<file path="src/rtl/sfp_vec3_dot_seq.sv">
// Sequential signed fixed-point vec3 dot product: one shared multiplier, three MAC cycles,
// valid/ready on both sides, floor-truncated and saturated/wrapped OIW.OQW result.
module sfp_vec3_dot_seq #(
  parameter int IW   = 4,
  parameter int QW   = 12,
  parameter int OIW  = 8,
  parameter int OQW  = 12,
  parameter bit CLIP = 1'b1,
  localparam int W   = IW + QW,
  localparam int OW  = OIW + OQW
) (
  input  logic          clk,
  input  logic          rst_n,
  input  logic          in_valid,
  output logic          in_ready,
  input  logic [W-1:0]  a_x,
  input  logic [W-1:0]  a_y,
  input  logic [W-1:0]  a_z,
  input  logic [W-1:0]  b_x,
  input  logic [W-1:0]  b_y,
  input  logic [W-1:0]  b_z,
  output logic          out_valid,
  input  logic          out_ready,
  output logic [OW-1:0] out_data,
  output logic          clipping,
  output logic [1:0]    dbg_state
);

  localparam int PW = 2 * W;
  localparam int AW = 2 * W + 2;
  localparam int SH = 2 * QW - OQW;
  localparam int XW = ((AW > OW) ? AW : OW) + 1;
  localparam logic signed [XW-1:0] MAX_V = {{(XW-OW+1){1'b0}}, {(OW-1){1'b1}}};
  localparam logic signed [XW-1:0] MIN_V = {{(XW-OW+1){1'b1}}, {(OW-1){1'b0}}};

  typedef enum logic [1:0] {IDLE = 2'd0, MAC = 2'd1, DONE = 2'd2} state_t;

  // Handshakes: a transfer happens on a rising edge where valid && ready are both high.
  // Once out_valid rises, out_data/clipping hold until that transfer.

  state_t               state;
  logic [1:0]           idx;
  logic signed [W-1:0]  ra_x, ra_y, ra_z, rb_x, rb_y, rb_z;
  logic signed [AW-1:0] acc;
  logic signed [W-1:0]  op_a, op_b;
  logic signed [PW-1:0] prod;
  logic signed [AW-1:0] acc_next;
  logic signed [XW-1:0] shifted;
  logic                 over, under, fits;
  logic [OW-1:0]        res_data;
  logic                 accept;

  assign in_ready  = rst_n && ((state == IDLE) || ((state == DONE) && out_ready));
  assign accept    = in_valid && in_ready;
  assign dbg_state = state;

  always_comb begin
    op_a = ra_x;
    op_b = rb_x;
    case (idx)
      2'd1: begin op_a = ra_y; op_b = rb_y; end
      2'd2: begin op_a = ra_z; op_b = rb_z; end
      default: ;
    endcase
  end

  assign prod     = PW'(op_a) * PW'(op_b);
  assign acc_next = acc + AW'(prod);

  // Arithmetic shift of the sign-extended sum is a floor toward -inf on dropped LSBs.
  assign shifted = XW'(acc_next) >>> SH;
  assign over    = shifted > MAX_V;
  assign under   = shifted < MIN_V;
  assign fits    = !over && !under;

  always_comb begin
    res_data = shifted[OW-1:0];
    if (!fits && CLIP)
      res_data = over ? MAX_V[OW-1:0] : MIN_V[OW-1:0];
  end

  always_ff @(posedge clk or negedge rst_n) begin
    if (!rst_n) begin
      state     <= IDLE;
      idx       <= 2'd0;
      acc       <= '0;
      ra_x      <= '0;
      ra_y      <= '0;
      ra_z      <= '0;
      rb_x      <= '0;
      rb_y      <= '0;
      rb_z      <= '0;
      out_valid <= 1'b0;
      out_data  <= '0;
      clipping  <= 1'b0;
    end else begin
      if (accept) begin
        ra_x  <= a_x;
        ra_y  <= a_y;
        ra_z  <= a_z;
        rb_x  <= b_x;
        rb_y  <= b_y;
        rb_z  <= b_z;
        acc   <= '0;
        idx   <= 2'd0;
        state <= MAC;
      end
      case (state)
        IDLE: ;
        MAC: begin
          acc <= acc_next;
          if (idx == 2'd2) begin
            idx       <= 2'd0;
            state     <= DONE;
            out_valid <= 1'b1;
            out_data  <= res_data;
            clipping  <= !fits;
          end else begin
            idx <= idx + 2'd1;
          end
        end
        DONE: begin
          if (out_ready) begin
            out_valid <= 1'b0;
            if (!in_valid) state <= IDLE;
          end
        end
        default: state <= IDLE;
      endcase
    end
  end

endmodule

</file>
<file path="config.mk">
export PLATFORM = sky130hd
export DESIGN_NAME = sfp_vec3_dot_seq
export DESIGN_NICKNAME = d
export VERILOG_FILES = /design/src/rtl/sfp_vec3_dot_seq.sv
export SDC_FILE = /design/constraint.sdc
export NUM_CORES = 1
export LEC_CHECK = 0
export BUFFER_PORTS_ARGS = -buffer_cell sky130_fd_sc_hd__buf_4
export CAP_MARGIN = 20
export CORE_MARGIN = 8
export CORE_UTILIZATION = 56
export CTS_BUF_LIST = sky130_fd_sc_hd__clkbuf_4 sky130_fd_sc_hd__clkbuf_8
export DETAILED_ROUTE_END_ITERATION = 10
export PLACE_DENSITY = 0.78
export SYNTH_ARGS = -nofsm -noshare
export SYNTH_HDL_FRONTEND = slang
export SYNTH_SLANG_ARGS = --single-unit
</file>
<file path="constraint.sdc">
create_clock -name clk -period 7.8 [get_ports clk]
set_clock_uncertainty 0.2 [all_clocks]
set_input_delay 1.56 -clock clk [delete_from_list [all_inputs] [get_ports clk]]
set_output_delay 1.56 -clock clk [all_outputs]
set_load 0.005 [all_outputs]
</file>
==> out/qor.csv <==
metric,value,unit
r2r setup slk,-0.12,ns
Syn Nets,2282,
Skew-Pair Late Insertion Delay,0.51,ns
Setup-failing EPs final,19,
Post-synth ARST share,100,%
min-delay src,out_data[19]$_DFFE_PN0P_,
Hold Buf Count CTS,0,
Port Buffers,124,
final antenna-violating net count,0,
HPWL Detailed,38000,um
max_cap viols,0,
Sink Count,156,
n_diodes,0,
hold depth,2,
mux share of post-synthesis cell area,6.18,%
DR vias,14200,
total track usage,26.2,%
Top Ports,125,
CP max stage cell,fa_2,
final worst slack,-0.115,ns
WL met2,26300,um
Tightest Pin Transition,0.985,ns
initial core utilization,56.5,%
Crit. Startpoint,idx[1]$_DFFE_PN0P_,
"Reg clk slew, reported paths",0.10,ns
gp weighted congestion,0.928,
mapped cell area,0.0177,mm^2
Fin. Hold Viols,0,
core area,0.0314,mm^2
top sig layer,met4,
Final min period,7.92,ns
status,"finished, violations left",
Tcrit/Tclk final,101,%
Worst Setup Path Type,flop to flop,
WL per Instance,19.8,um
Max clock buf depth,2,
metal3 WL,2770,um
CP bufs+invs,11,
drt total wl,50100,um
max_slew headroom,34.4,%
die area,0.0376,mm^2
Ys Warns,0,
largest net degree at the start of global routing,94,
Syn Area/Cell,10.0,um^2
post-synth cell types,59,
area of the multi-input gates,0.0128,mm^2
Post-Synth Adder-Cell Area,41.9,%
first-pass GRT wire length,78400,um
Register Area,0.00390,mm^2
initial antenna violation count,0,
WP data arrival,8.10,ns
failing checks,negative setup slack,
share of cells above drive strength 1,30.6,%
R2R cell count,30,
Final Max Slew Viols,0,
Max Fclk,126,MHz
Synth Area in Compound Gates,8.56,%
XOR/XNOR Fraction of Synth Area,1.98,%
drc violations,0,
"Area growth, synth to finish",25.0,%
largest family of logic cells by synthesized area,adder cells,
"Design Area, Final",0.0222,mm^2
nets,2624,
filler cell count,2218,
Die Wd,194,um
dpl cell area,0.0206,mm^2
R2R Path End,out_data[2]$_DFFE_PN0P_,
CTS root buffer,clkbuf_8,
Die Ht,194,um
Via density,5.61,
clock tree from TritonCTS,built,
number of flops mapped to enable cells by yosys,0,
maximum fanout along the worst path,8,
Hold/Removal Path Class,flop to flop,
DRT Pass-1 Iters,6,
ys flop type,dfrtp_1,
pre-CTS setup slack,-0.472,ns
crit path launch type,flop,
initial drt markers,992,
crit-path leading delay family,adder cells,
kind of end point of the critical path,flop,
Required @ worst endpoint,7.98,ns
# H-tree levels,4,
vias in the first global route,15744,
GRT overflow,0,
Core Rows,65,
Hold Crit Endpoint,out_data[19]$_DFFE_PN0P_,
Post-Synth Simple-Gate Area,10.4,%
Synth Instances,1772,
RSZ-0062 raised after global routing,yes,
WL met1,18900,um
post-synthesis register bit count,156,
register area share after synthesis,22.0,%
r2r startpoint,idx[1]$_DFFE_PN0P_,
CP peak stage delay,0.58,ns
CTS buffer count,17,
[metal layers]
layer,global-route usage [%],vias up
met3,4.11,144
met2,47.8,525
met5,0,-
met1,30.7,7310
li1,-,6221
met4,9.93,0
[worst max path at each step]
stage,endpoint,cells past startpoint,slack (ns)
2_1_floorplan,out_data[14]$_DFFE_PN0P_,29,0.006
3_3_place_gp,out_data[10]$_DFFE_PN0P_,28,-0.27
3_5_place_dp,out_data[9]$_DFFE_PN0P_,27,-0.47
4_1_cts,out_data[11]$_DFFE_PN0P_,31,0.003
5_1_grt,out_data[10]$_DFFE_PN0P_,31,-0.32
6_report,out_data[2]$_DFFE_PN0P_,30,-0.12
[what timing repair did]
action,CTS,global route
setup buffers,14,41
endpoints found under the setup margin,20,22
resized for setup,36,100
pin swaps,14,66
cloned,0,3
[logic make-up (layout without fill, tap and decap cells)]
group / count (synthesis) / count (layout)
xor+xnor: 40 / 40
mux: 97 / 97
flops: 156 / 156
fa+ha+maj: 410 / 410
buf+inv: 416 / 771
compound gates: 216 / 216
simple gates: 437 / 437
[stage by stage]
| step | std cells | util, % | hold slack (ns) | TNS [ns] |
|---|---|---|---|---|
| 3_5_place_dp | 2440 | 65.6 | 0.279 | -8.81 |
| 3_3_place_gp | 2440 | 65.6 | 0.274 | -4.98 |
| 6_report | 2529 | 70.6 | 0.302 | -1.64 |
| 4_1_cts | 2486 | 67.9 | 0.303 | 0 |
| 2_1_floorplan | 1772 | - | 0.273 | 0 |
| 5_1_grt | 2529 | 70.6 | 0.309 | -5.78 |
[worst register-to-register path: cells and delay by family (launching register included)]
kind	cells	cell delay, ns
compound gates	9	2.13
simple gates	2	0.29
flops	1	0.42
buf+inv	11	1.24
fa+ha+maj	8	3.52
[layout make-up]
cell class | count | area share (%)
repair buffers | 388 | 14.5
inverters | 351 | 5.95
flip-flops and latches | 156 | 17.6
well taps | 402 | 2.27
multi-input cells | 1200 | 57.7
clock buffers | 17 | 1.06
clock inverters | 15 | 0.886
[cell usage in the layout, fill, tap and decap left out, types with 13 or more instances in the layout]
| master | Yosys | routed |
|---|---|---|
| buf_12 | 0 | 13 |
| a22oi_1 | 31 | 15 |
| nand2_1 | 182 | 177 |
| a21o_1 | 35 | 26 |
| ha_1 | 105 | 94 |
| a21oi_1 | 52 | 33 |
| dfrtp_1 | 156 | 156 |
| nand3_1 | 37 | 37 |
| a21oi_2 | 2 | 15 |
| inv_1 | 351 | 341 |
| clkbuf_8 | 0 | 17 |
| xnor2_1 | 23 | 22 |
| o21ai_0 | 32 | 27 |
| a22oi_2 | 0 | 16 |
| buf_4 | 1 | 358 |
| mux2_2 | 96 | 96 |
| fa_1 | 305 | 298 |
| xor2_1 | 17 | 16 |
| nor2_1 | 159 | 151 |
[cells in the mapped netlist, drive strengths merged, types with 6 or more instances]
| cell | number | area (um^2) |
|---|---|---|
| clkbuf | 40 | 150 |
| mux2 | 96 | 1080 |
| fa | 305 | 6110 |
| nand3 | 37 | 185 |
| buf | 25 | 135 |
| a21o | 35 | 263 |
| inv | 351 | 1320 |
| ha | 105 | 1310 |
| nor2b | 8 | 57.6 |
| dfrtp | 156 | 3900 |
| a22oi | 31 | 233 |
| xnor2 | 23 | 201 |
| a221o | 19 | 201 |
| nor2 | 159 | 597 |
| a21oi | 54 | 278 |
| xor2 | 17 | 149 |
| or2 | 7 | 43.8 |
| and3 | 9 | 56.3 |
| a211oi | 6 | 50.1 |
| nand2b | 7 | 43.8 |
| o21ai | 39 | 199 |
| nand2 | 183 | 689 |
| and2 | 13 | 81.3 |
[sequential cells by signal, indices dropped and copies added (netlist names), 2 cells and up]
signal,count
acc,34
dbg_state,2
idx,2
out_data,20
ra_x,16
ra_y,16
ra_z,16
rb_x,16
rb_y,16
rb_z,16
Power is not shown: default switching activity piles up to over one toggle a cycle in this logic, so the estimate is an artifact.
